==> src/rtl/pc_pkg.sv <==
// Shared program-counter opcode encoding, used by pc_sequencer and instruction decode.
package pc_pkg;

  localparam logic [3:0] PC_OP_SEL = 4'h7;

  localparam logic [3:0] OP_JMP   = 4'h0;
  localparam logic [3:0] OP_JMPC  = 4'h1;
  localparam logic [3:0] OP_JMPZ  = 4'h2;
  localparam logic [3:0] OP_JMPR  = 4'h3;
  localparam logic [3:0] OP_JMPCR = 4'h4;
  localparam logic [3:0] OP_JMPZR = 4'h5;
  localparam logic [3:0] OP_JMPNZ = 4'h6;
  localparam logic [3:0] OP_JMPNC = 4'h7;
  localparam logic [3:0] OP_CALL  = 4'h8;
  localparam logic [3:0] OP_RET   = 4'h9;
  localparam logic [3:0] OP_HALT  = 4'hA;
  localparam logic [3:0] OP_NOP_B = 4'hB;
  localparam logic [3:0] OP_NOP_C = 4'hC;
  localparam logic [3:0] OP_NOP_D = 4'hD;
  localparam logic [3:0] OP_NOP_E = 4'hE;
  localparam logic [3:0] OP_NOP_F = 4'hF;

endpackage

==> src/rtl/pc_return_stack.sv <==
// Hardware return-address LIFO: flop array with combinational top-of-stack read.
// The write pointer wraps modulo depth while the level counter saturates.
module pc_return_stack #(
  parameter int ADDR_W      = 16,
  parameter int STACK_DEPTH = 8,
  parameter int LVL_W       = $clog2(STACK_DEPTH) + 1
) (
  input  logic              clk,
  input  logic              reset,
  input  logic              push,
  input  logic              pop,
  input  logic [ADDR_W-1:0] push_data,
  output logic [ADDR_W-1:0] top,
  output logic [LVL_W-1:0]  level,
  output logic              full,
  output logic              empty
);

  localparam int PTR_W = $clog2(STACK_DEPTH);
  localparam logic [LVL_W-1:0] LVL_MAX = LVL_W'(STACK_DEPTH);

  logic [ADDR_W-1:0] mem_q [STACK_DEPTH];
  logic [ADDR_W-1:0] mem_d [STACK_DEPTH];
  logic [PTR_W-1:0]  ptr_q, ptr_d, ptr_m1;
  logic [LVL_W-1:0]  level_q, level_d;

  assign ptr_m1 = ptr_q - PTR_W'(1);
  assign top    = mem_q[ptr_m1];
  assign level  = level_q;
  assign full   = (level_q == LVL_MAX);
  assign empty  = (level_q == '0);

  always_comb begin
    mem_d   = mem_q;
    ptr_d   = ptr_q;
    level_d = level_q;
    if (push) begin
      mem_d[ptr_q] = push_data;
      ptr_d        = ptr_q + PTR_W'(1);
      if (!full) level_d = level_q + LVL_W'(1);
    end else if (pop) begin
      ptr_d = ptr_m1;
      if (!empty) level_d = level_q - LVL_W'(1);
    end
  end

  // Storage is deliberately left uninitialised by reset; only the bookkeeping clears.
  always_ff @(posedge clk) begin
    mem_q <= mem_d;
    if (reset) begin
      ptr_q   <= '0;
      level_q <= '0;
    end else begin
      ptr_q   <= ptr_d;
      level_q <= level_d;
    end
  end

endmodule

==> src/rtl/pc_sequencer.sv <==
// Program-counter sequencer: jumps, CALL/RET via pc_return_stack, HALT and stall.
// Define PC_STACK_GUARD_EN to block stack over/underflow and report it on stack_err.
module pc_sequencer
  import pc_pkg::*;
#(
  parameter int              ADDR_W      = 16,
  parameter int              STACK_DEPTH = 8,
  parameter logic [ADDR_W-1:0] RESET_PC  = '0
) (
  input  logic                           clk,
  input  logic                           reset,
  input  logic                           stall,
  input  logic [15:0]                    opcode,
  input  logic [ADDR_W-1:0]              operand,
  input  logic [3:0]                     flags,
  output logic [ADDR_W-1:0]              pc,
  output logic                           halted,
  output logic [$clog2(STACK_DEPTH):0]   stack_level,
  output logic                           stack_err
);

  localparam int LVL_W = $clog2(STACK_DEPTH) + 1;

  logic [ADDR_W-1:0] pc_q, pc_d;
  logic              halted_q, halted_d;
  logic              err_q, err_d;
  logic [ADDR_W-1:0] pc_inc, pc_rel, stack_top;
  logic              push, pop, stack_full, stack_empty;
  logic              flag_c, flag_z, is_pc_op;
  logic [3:0]        pc_op;

  assign pc_inc   = pc_q + ADDR_W'(1);
  assign pc_rel   = pc_q + operand;
  assign flag_c   = flags[1];
  assign flag_z   = flags[0];
  assign is_pc_op = (opcode[15:12] == PC_OP_SEL);
  assign pc_op    = opcode[11:8];

  pc_return_stack #(
    .ADDR_W      (ADDR_W),
    .STACK_DEPTH (STACK_DEPTH),
    .LVL_W       (LVL_W)
  ) u_stack (
    .clk       (clk),
    .reset     (reset),
    .push      (push),
    .pop       (pop),
    .push_data (pc_inc),
    .top       (stack_top),
    .level     (stack_level),
    .full      (stack_full),
    .empty     (stack_empty)
  );

  // Next-pc decision; stall and halt freeze pc and stack alike.
  always_comb begin
    pc_d     = pc_q;
    halted_d = halted_q;
    err_d    = err_q;
    push     = 1'b0;
    pop      = 1'b0;
    if (!stall && !halted_q) begin
      pc_d = pc_inc;
      if (is_pc_op) begin
        case (pc_op)
          OP_JMP:   pc_d = operand;
          OP_JMPC:  pc_d = flag_c  ? operand : pc_inc;
          OP_JMPZ:  pc_d = flag_z  ? operand : pc_inc;
          OP_JMPR:  pc_d = pc_rel;
          OP_JMPCR: pc_d = flag_c  ? pc_rel  : pc_inc;
          OP_JMPZR: pc_d = flag_z  ? pc_rel  : pc_inc;
          OP_JMPNZ: pc_d = !flag_z ? operand : pc_inc;
          OP_JMPNC: pc_d = !flag_c ? operand : pc_inc;
          OP_CALL: begin
`ifdef PC_STACK_GUARD_EN
            if (stack_full) begin
              err_d = 1'b1;
            end else begin
              push = 1'b1;
              pc_d = operand;
            end
`else
            push = 1'b1;
            pc_d = operand;
`endif
          end
          OP_RET: begin
`ifdef PC_STACK_GUARD_EN
            if (stack_empty) begin
              err_d = 1'b1;
            end else begin
              pop  = 1'b1;
              pc_d = stack_top;
            end
`else
            pop  = 1'b1;
            pc_d = stack_top;
`endif
          end
          OP_HALT: begin
            pc_d     = pc_q;
            halted_d = 1'b1;
          end
          default: pc_d = pc_inc;
        endcase
      end
    end
  end

  always_ff @(posedge clk) begin
    if (reset) begin
      pc_q     <= RESET_PC;
      halted_q <= 1'b0;
      err_q    <= 1'b0;
    end else begin
      pc_q     <= pc_d;
      halted_q <= halted_d;
      err_q    <= err_d;
    end
  end

  assign pc     = pc_q;
  assign halted = halted_q;
`ifdef PC_STACK_GUARD_EN
  assign stack_err = err_q;
`else
  assign stack_err = 1'b0;
`endif

endmodule
==> config.mk <==
export PLATFORM = sky130hd
export DESIGN_NAME = pc_sequencer
export DESIGN_NICKNAME = d
export VERILOG_FILES = /design/src/rtl/pc_pkg.sv /design/src/rtl/pc_return_stack.sv /design/src/rtl/pc_sequencer.sv
export SDC_FILE = /design/constraint.sdc
export NUM_CORES = 1
export LEC_CHECK = 0
export ABC_AREA = 1
export CORE_ASPECT_RATIO = 1.2
export CORE_MARGIN = 10
export CORE_UTILIZATION = 30
export CTS_CLUSTER_SIZE = 40
export DETAILED_ROUTE_END_ITERATION = 16
export GPL_TIMING_DRIVEN = 0
export HOLD_SLACK_MARGIN = 0.08
export PLACE_DENSITY_LB_ADDON = 0.08
export SYNTH_ARGS = -nofsm -noshare
export SYNTH_HDL_FRONTEND = slang
export SYNTH_SLANG_ARGS = --single-unit
==> constraint.sdc <==
create_clock -name clk -period 4.3 [get_ports clk]
set_input_delay 0.645 -clock clk [delete_from_list [all_inputs] [get_ports clk]]
set_output_delay 0.645 -clock clk [all_outputs]
set_load 0.01 [all_outputs]
# Yosys cells after proc, flatten, opt, wreduce, memory -nomap -nowiden
# Cells that the tools add are included.
dict set report word_totals {
  out_inout_bits 22
  register_bits 152
}
dict set report op_classes {
  magnitude_cmp 3
  reduce_logical 11
  mux 26
  bitwise 2
  addsub 6
  eq_ne 15
}
# op n
set op_table {}
lappend op_table {{$mux 16} 10}
lappend op_table {{$pmux 16 s10} 1}
lappend op_table {{$bwmux 128} 1}
lappend op_table {{$bmux 16 s3} 1}
lappend op_table {{$demux 16 s3} 1}
lappend op_table {{$eq 4x3->1 const B} 5}
lappend op_table {{$add 16x1->16 const B} 1}
lappend op_table {{$add 16x16->16} 1}
lappend op_table {{$eq 4x4->1 const B} 4}
lappend op_table {{$mux 4} 4}
lappend op_table {{$eq 4x2->1 const B} 2}
lappend op_table {{$ge 4x4->1 const B} 2}
lappend op_table {{$logic_not 4->1} 2}
lappend op_table {{$not 3->4} 2}
lappend op_table {{$mux 1} 6}
lappend op_table {{$mux 3} 2}
lappend op_table {{$ne 2x2->1 const B} 3}
lappend op_table {{$reduce_and 3->1} 2}
lappend op_table {{$add 4x1->4 const B} 1}
lappend op_table {{$eq 4x1->1 const B} 1}
lappend op_table {{$lt 4x1->1 const B} 1}
lappend op_table {{$sub 4x1->4 const B} 1}
lappend op_table {{$add 3x1->3 const B} 1}
lappend op_table {{$sub 3x1->3 const B} 1}
lappend op_table {{other kinds (5)} 7}

# Logic depth before layout (Yosys ltp)
dict set report depth {
  ltp_word 7
  depth_mapped 17
}

# Cells and area by module
# Synthesis repeated with hierarchy kept, for this count alone.
dict set report hier_totals {
  cells_unflattened 1254
  hier_area_um2 9445.3
}
# module area_each_um2 instances cells_per_inst seq_area_each_um2
set by_module_without_submodules {}
lappend by_module_without_submodules {pc_return_stack 5525.3 1 483 3983.8}
lappend by_module_without_submodules {pc_sequencer 3920.0 1 771 340.3}

# Worst setup path before layout
# OpenSTA, ideal clock, no wires.
dict set report synth_path {
  path_type {in2reg}
  from {input port opcode[14]}
  to {register u_stack.mem_q[16] (netlist name), enable pin}
  slack_ns 1.060
  path_buffers 0
  arrival_time_ns 2.831
  setup_ns 0.409
  path_stages 8
  path_cell_list {inv_1 > nor3_2 > nand2_1 > nor3_1 > inv_2 > nor2_1 > nand2_1 > nor3_1}
}
dict set report synth_via {
  elab_chain_cells 3
}
# item line_no
set synth_lines {}
lappend synth_lines {{start, declared} pc_sequencer.sv:13} ;# input logic [15:0] opcode,
lappend synth_lines {{$eq 4x3->1} pc_sequencer.sv:36} ;# assign is_pc_op = (opcode[15:12] == PC_OP_SEL);
lappend synth_lines {{$mux 1} pc_sequencer.sv:64} ;# if (is_pc_op) begin
lappend synth_lines {{$mux 1} pc_sequencer.sv:62} ;# if (!stall && !halted_q) begin
lappend synth_lines {{end signal, assigned} pc_return_stack.sv:49} ;# mem_q <= mem_d;
lappend synth_lines {{end, declared} pc_return_stack.sv:22} ;# logic [ADDR_W-1:0] mem_q [STACK_DEPTH];
# No other way between the ends.
# A chain may end at the register's enable or synchronous reset.

# Worst setup path after layout
dict set report layout_path {
  from {register u_stack.ptr_q[0]}
  to {register pc_q[6] (netlist: pc[6])}
}
dict set report layout_via {
  elab_chain_cells 7
}
# item line_no
set layout_lines {}
lappend layout_lines {{start, declared} pc_return_stack.sv:24} ;# logic [PTR_W-1:0] ptr_q, ptr_d, ptr_m1;
lappend layout_lines {{start signal, assigned} pc_return_stack.sv:54} ;# ptr_q <= ptr_d;
lappend layout_lines {{$sub 3x1->3} pc_return_stack.sv:27} ;# assign ptr_m1 = ptr_q - PTR_W'(1);
lappend layout_lines {{$not 3->4 (implied by the code)} pc_return_stack.sv:28} ;# assign top = mem_q[ptr_m1];
lappend layout_lines {{$bmux 16 s3} pc_return_stack.sv:28}
lappend layout_lines {{$mux 16 (implied by the code) (2 in a row)} pc_return_stack.sv:28}
lappend layout_lines {{$pmux 16 s10} pc_sequencer.sv:65} ;# case (pc_op)
lappend layout_lines {{$mux 16} pc_sequencer.sv:64}
lappend layout_lines {{end signal, assigned} pc_sequencer.sv:116} ;# pc_q <= pc_d;
lappend layout_lines {{end, declared} pc_sequencer.sv:24} ;# logic [ADDR_W-1:0] pc_q, pc_d;
# No other way between the ends. The select of a mux whose other input is x is not followed.

==> metrics <==
Resize count post-CTS=0; Setup CP Type=register to register; drt first pass iters=5; CP Launch Point=u_stack.ptr_q[0]$_SDFFE_PP0P_; die height=approximately 210 µm; final core utilization=0.365; PortBufs=49; Num CTS Buffers=17; Total GRT Usage=0.174; final hold vios=0; Mapped Cells=1090; power density cells=322 nW/µm²; Area Overhead vs Synth=20.0%; WL final=31800 µm; Placed Instances=1538; sequential share of the synthesized area=0.493; R2R setup slack=0.44 ns; Die ar.=about 37000 µm²; CP required=4.65 ns; gpl congestion=0.939; crit end category=register; post-synth top area share=0.438; worst clock skew=0.00850 ns; # clock sinks=152; CTS tree=done; via count=7827; wire per inst=a little over 20 µm; fin crit period=3.86 ns; worst reg2reg startpoint=u_stack.ptr_q[0]$_SDFFE_PP0P_; first-pass GRT wire length=48200 µm; antenna fix cells=0; Arr. time, crit path=4.21 ns; vias in the first global route=between 7000 and 8000; CTS Hold Bufs=0; DRC=0; post-detail-place hpwl=24600 µm; ys async rst share=0; Tcrit/Tclk final=0.897; Clock transition at path regs=roughly 0.060 ns; Post-CTS Setup Repair Bufs=0; worst-skew pair later-pin latency=0.42 ns; Syn Nets=1151; Post-Syn Area=8780 µm²; clk root buf=clkbuf_16; largest net degree at the start of global routing=17; ranking of synthesized cells by area=edfxtp_1 (44%), nand2_1 (11%), nor2_1 (7.0%), o21ai_0 (5.9%), dfxtp_1 (5.5%); RSZ-0062 raised after global routing=false; dominant synthesized flop cell=edfxtp_1; Leak=4.15 nW; routed vias/inst=4.99; FP Rows=68; count of cell types in the netlist=43; Max FO, Critical Path=10; fin nets=1233; synthesized area per cell=8.05 µm²; CP startpoint kind=register; fin. max-slew vios=0; Slew HR=0.369; commonest cells after routing, fill and taps aside=nand2_1 (256), nor2_1 (163), edfxtp_1 (128), o21ai_0 (103), inv_1 (92); Hold Path Class=register to register; CORE AREA=28800 µm²; Syn. warnings=0; min-delay src=u_stack.level[3]$_SDFFE_PP0P_; initial antenna violation count=0; Max Root-Sink Buffers=2; status=finished clean; Detail Route Antenna Nets=0; share of cells above drive strength 1=0.0726; total of max-cap violations=0; die width=176 µm; Worst Tran Pin Value=0.941 ns; initial DRC count=around 570; Cell Count, Final, Fillers Out=approximately 1600; final setup violation count=0; maximum vdd drop=0.000234 V; Synth Register Bits=approximately 150; number of flops mapped to enable cells by yosys=128; # IOs=61; GRT overflow=0; htree depth=4; Starting Density=0.304; area leader, netlist=edfxtp_1; fmax=259 MHz; most common cell after layout, fill and taps aside=nand2_1
-- metal layers --
layer,vias to the layer above,share of wire,global-route usage,wire (µm)
met5,-,0,0,0
met4,0,0.039,0.0782,1240
met3,55,0.030,0.0209,941
met2,194,0.51,0.305,16100
met1,3713,0.43,0.206,13500
li1,3865,-,-,-
-- area by class of cell --
cell class	count	area, µm²
fillers	2991	18300
flip-flops and latches	152	4320
multi-input cells	803	3960
repair buffers	63	644
well taps	385	482
clock buffers	18	429
inverters	98	368
plain buffers	37	164
clock inverters	14	156
-- where the power goes --
part / switching (mW) / internal [mW] / total [mW] / leakage [nW]
combinational: 0.193 / 0.0958 / 0.289 / 2.48
sequential: 0.0123 / 1.59 / 1.61 / 1.39
clock: 0.589 / 0.905 / 1.49 / 0.279
total: 0.795 / 2.60 / 3.39 / 4.15
-- cell usage after synthesis (all sizes together), types with 7 or more instances --
library cell  count
clkbuf           21
ha               20
nor3             23
a21oi            61
xnor2             7
nand3            88
o211ai           18
o21ai           105
dfxtp            24
buf              16
nand2           259
edfxtp          128
inv              97
nor2            167
xor2             11
nand4            10
-- metrics by stage --
stage          hold slack (ns)  area, µm²  power [mW]  setup TNS (ns)  setup WS, ns
2_1_floorplan            0.505       8780        1.79               0          1.06
3_3_place_gp             0.481       9750        1.93         -142.06         -1.23
3_5_place_dp             0.496       9940        1.93               0         0.306
4_1_cts                  0.505      10500        3.42               0         0.353
5_1_grt                  0.552      10500        3.51               0         0.215
6_report                 0.499      10500        3.39               0         0.443
-- registers in the layout, summed over array words and instances, names as in the netlist --
signal,cells
halted,1
u_stack.ptr_q,3
u_stack.mem_q,128
u_stack.level,4
pc,16
-- final timing paths --
kind                                                      end  cells past startpoint
worst min register to register  u_stack.level[3]$_SDFFE_PP0P_                      2
worst max register to register             pc[6]$_SDFFE_PP0P_                     13
worst max-delay path                       pc[6]$_SDFFE_PP0P_                     13
worst min-delay path            u_stack.level[3]$_SDFFE_PP0P_                      2
-- critical path, cell delays in order (launching register included) --
cell      delay (ns)
dfxtp_1         0.38
inv_1           0.18
buf_2           0.28
clkbuf_1        0.50
ha_1            0.34
clkbuf_1        0.20
inv_1           0.31
clkbuf_1        0.59
o21ai_0         0.20
o221ai_1        0.24
o211ai_1        0.24
nand3_1         0.15
nand2_1         0.06
a21oi_1         0.12
-- cells by family (layout without fill, tap and decap cells) --
family / after synthesis / in the layout / synth area share
and+or+nand+nor: 557 / 557 / 0.265
AOI/OAI and AO/OA: 205 / 205 / 0.130
DFF: 152 / 152 / 0.493
buffers and inverters: 135 / 230 / 0.0606
adders and majority gates: 22 / 22 / 0.0331
xor gates and xnor gates: 18 / 18 / 0.0188
other: 1 / 1 / 0.000427
No activity file was read; power rests on OpenSTA's default activity.
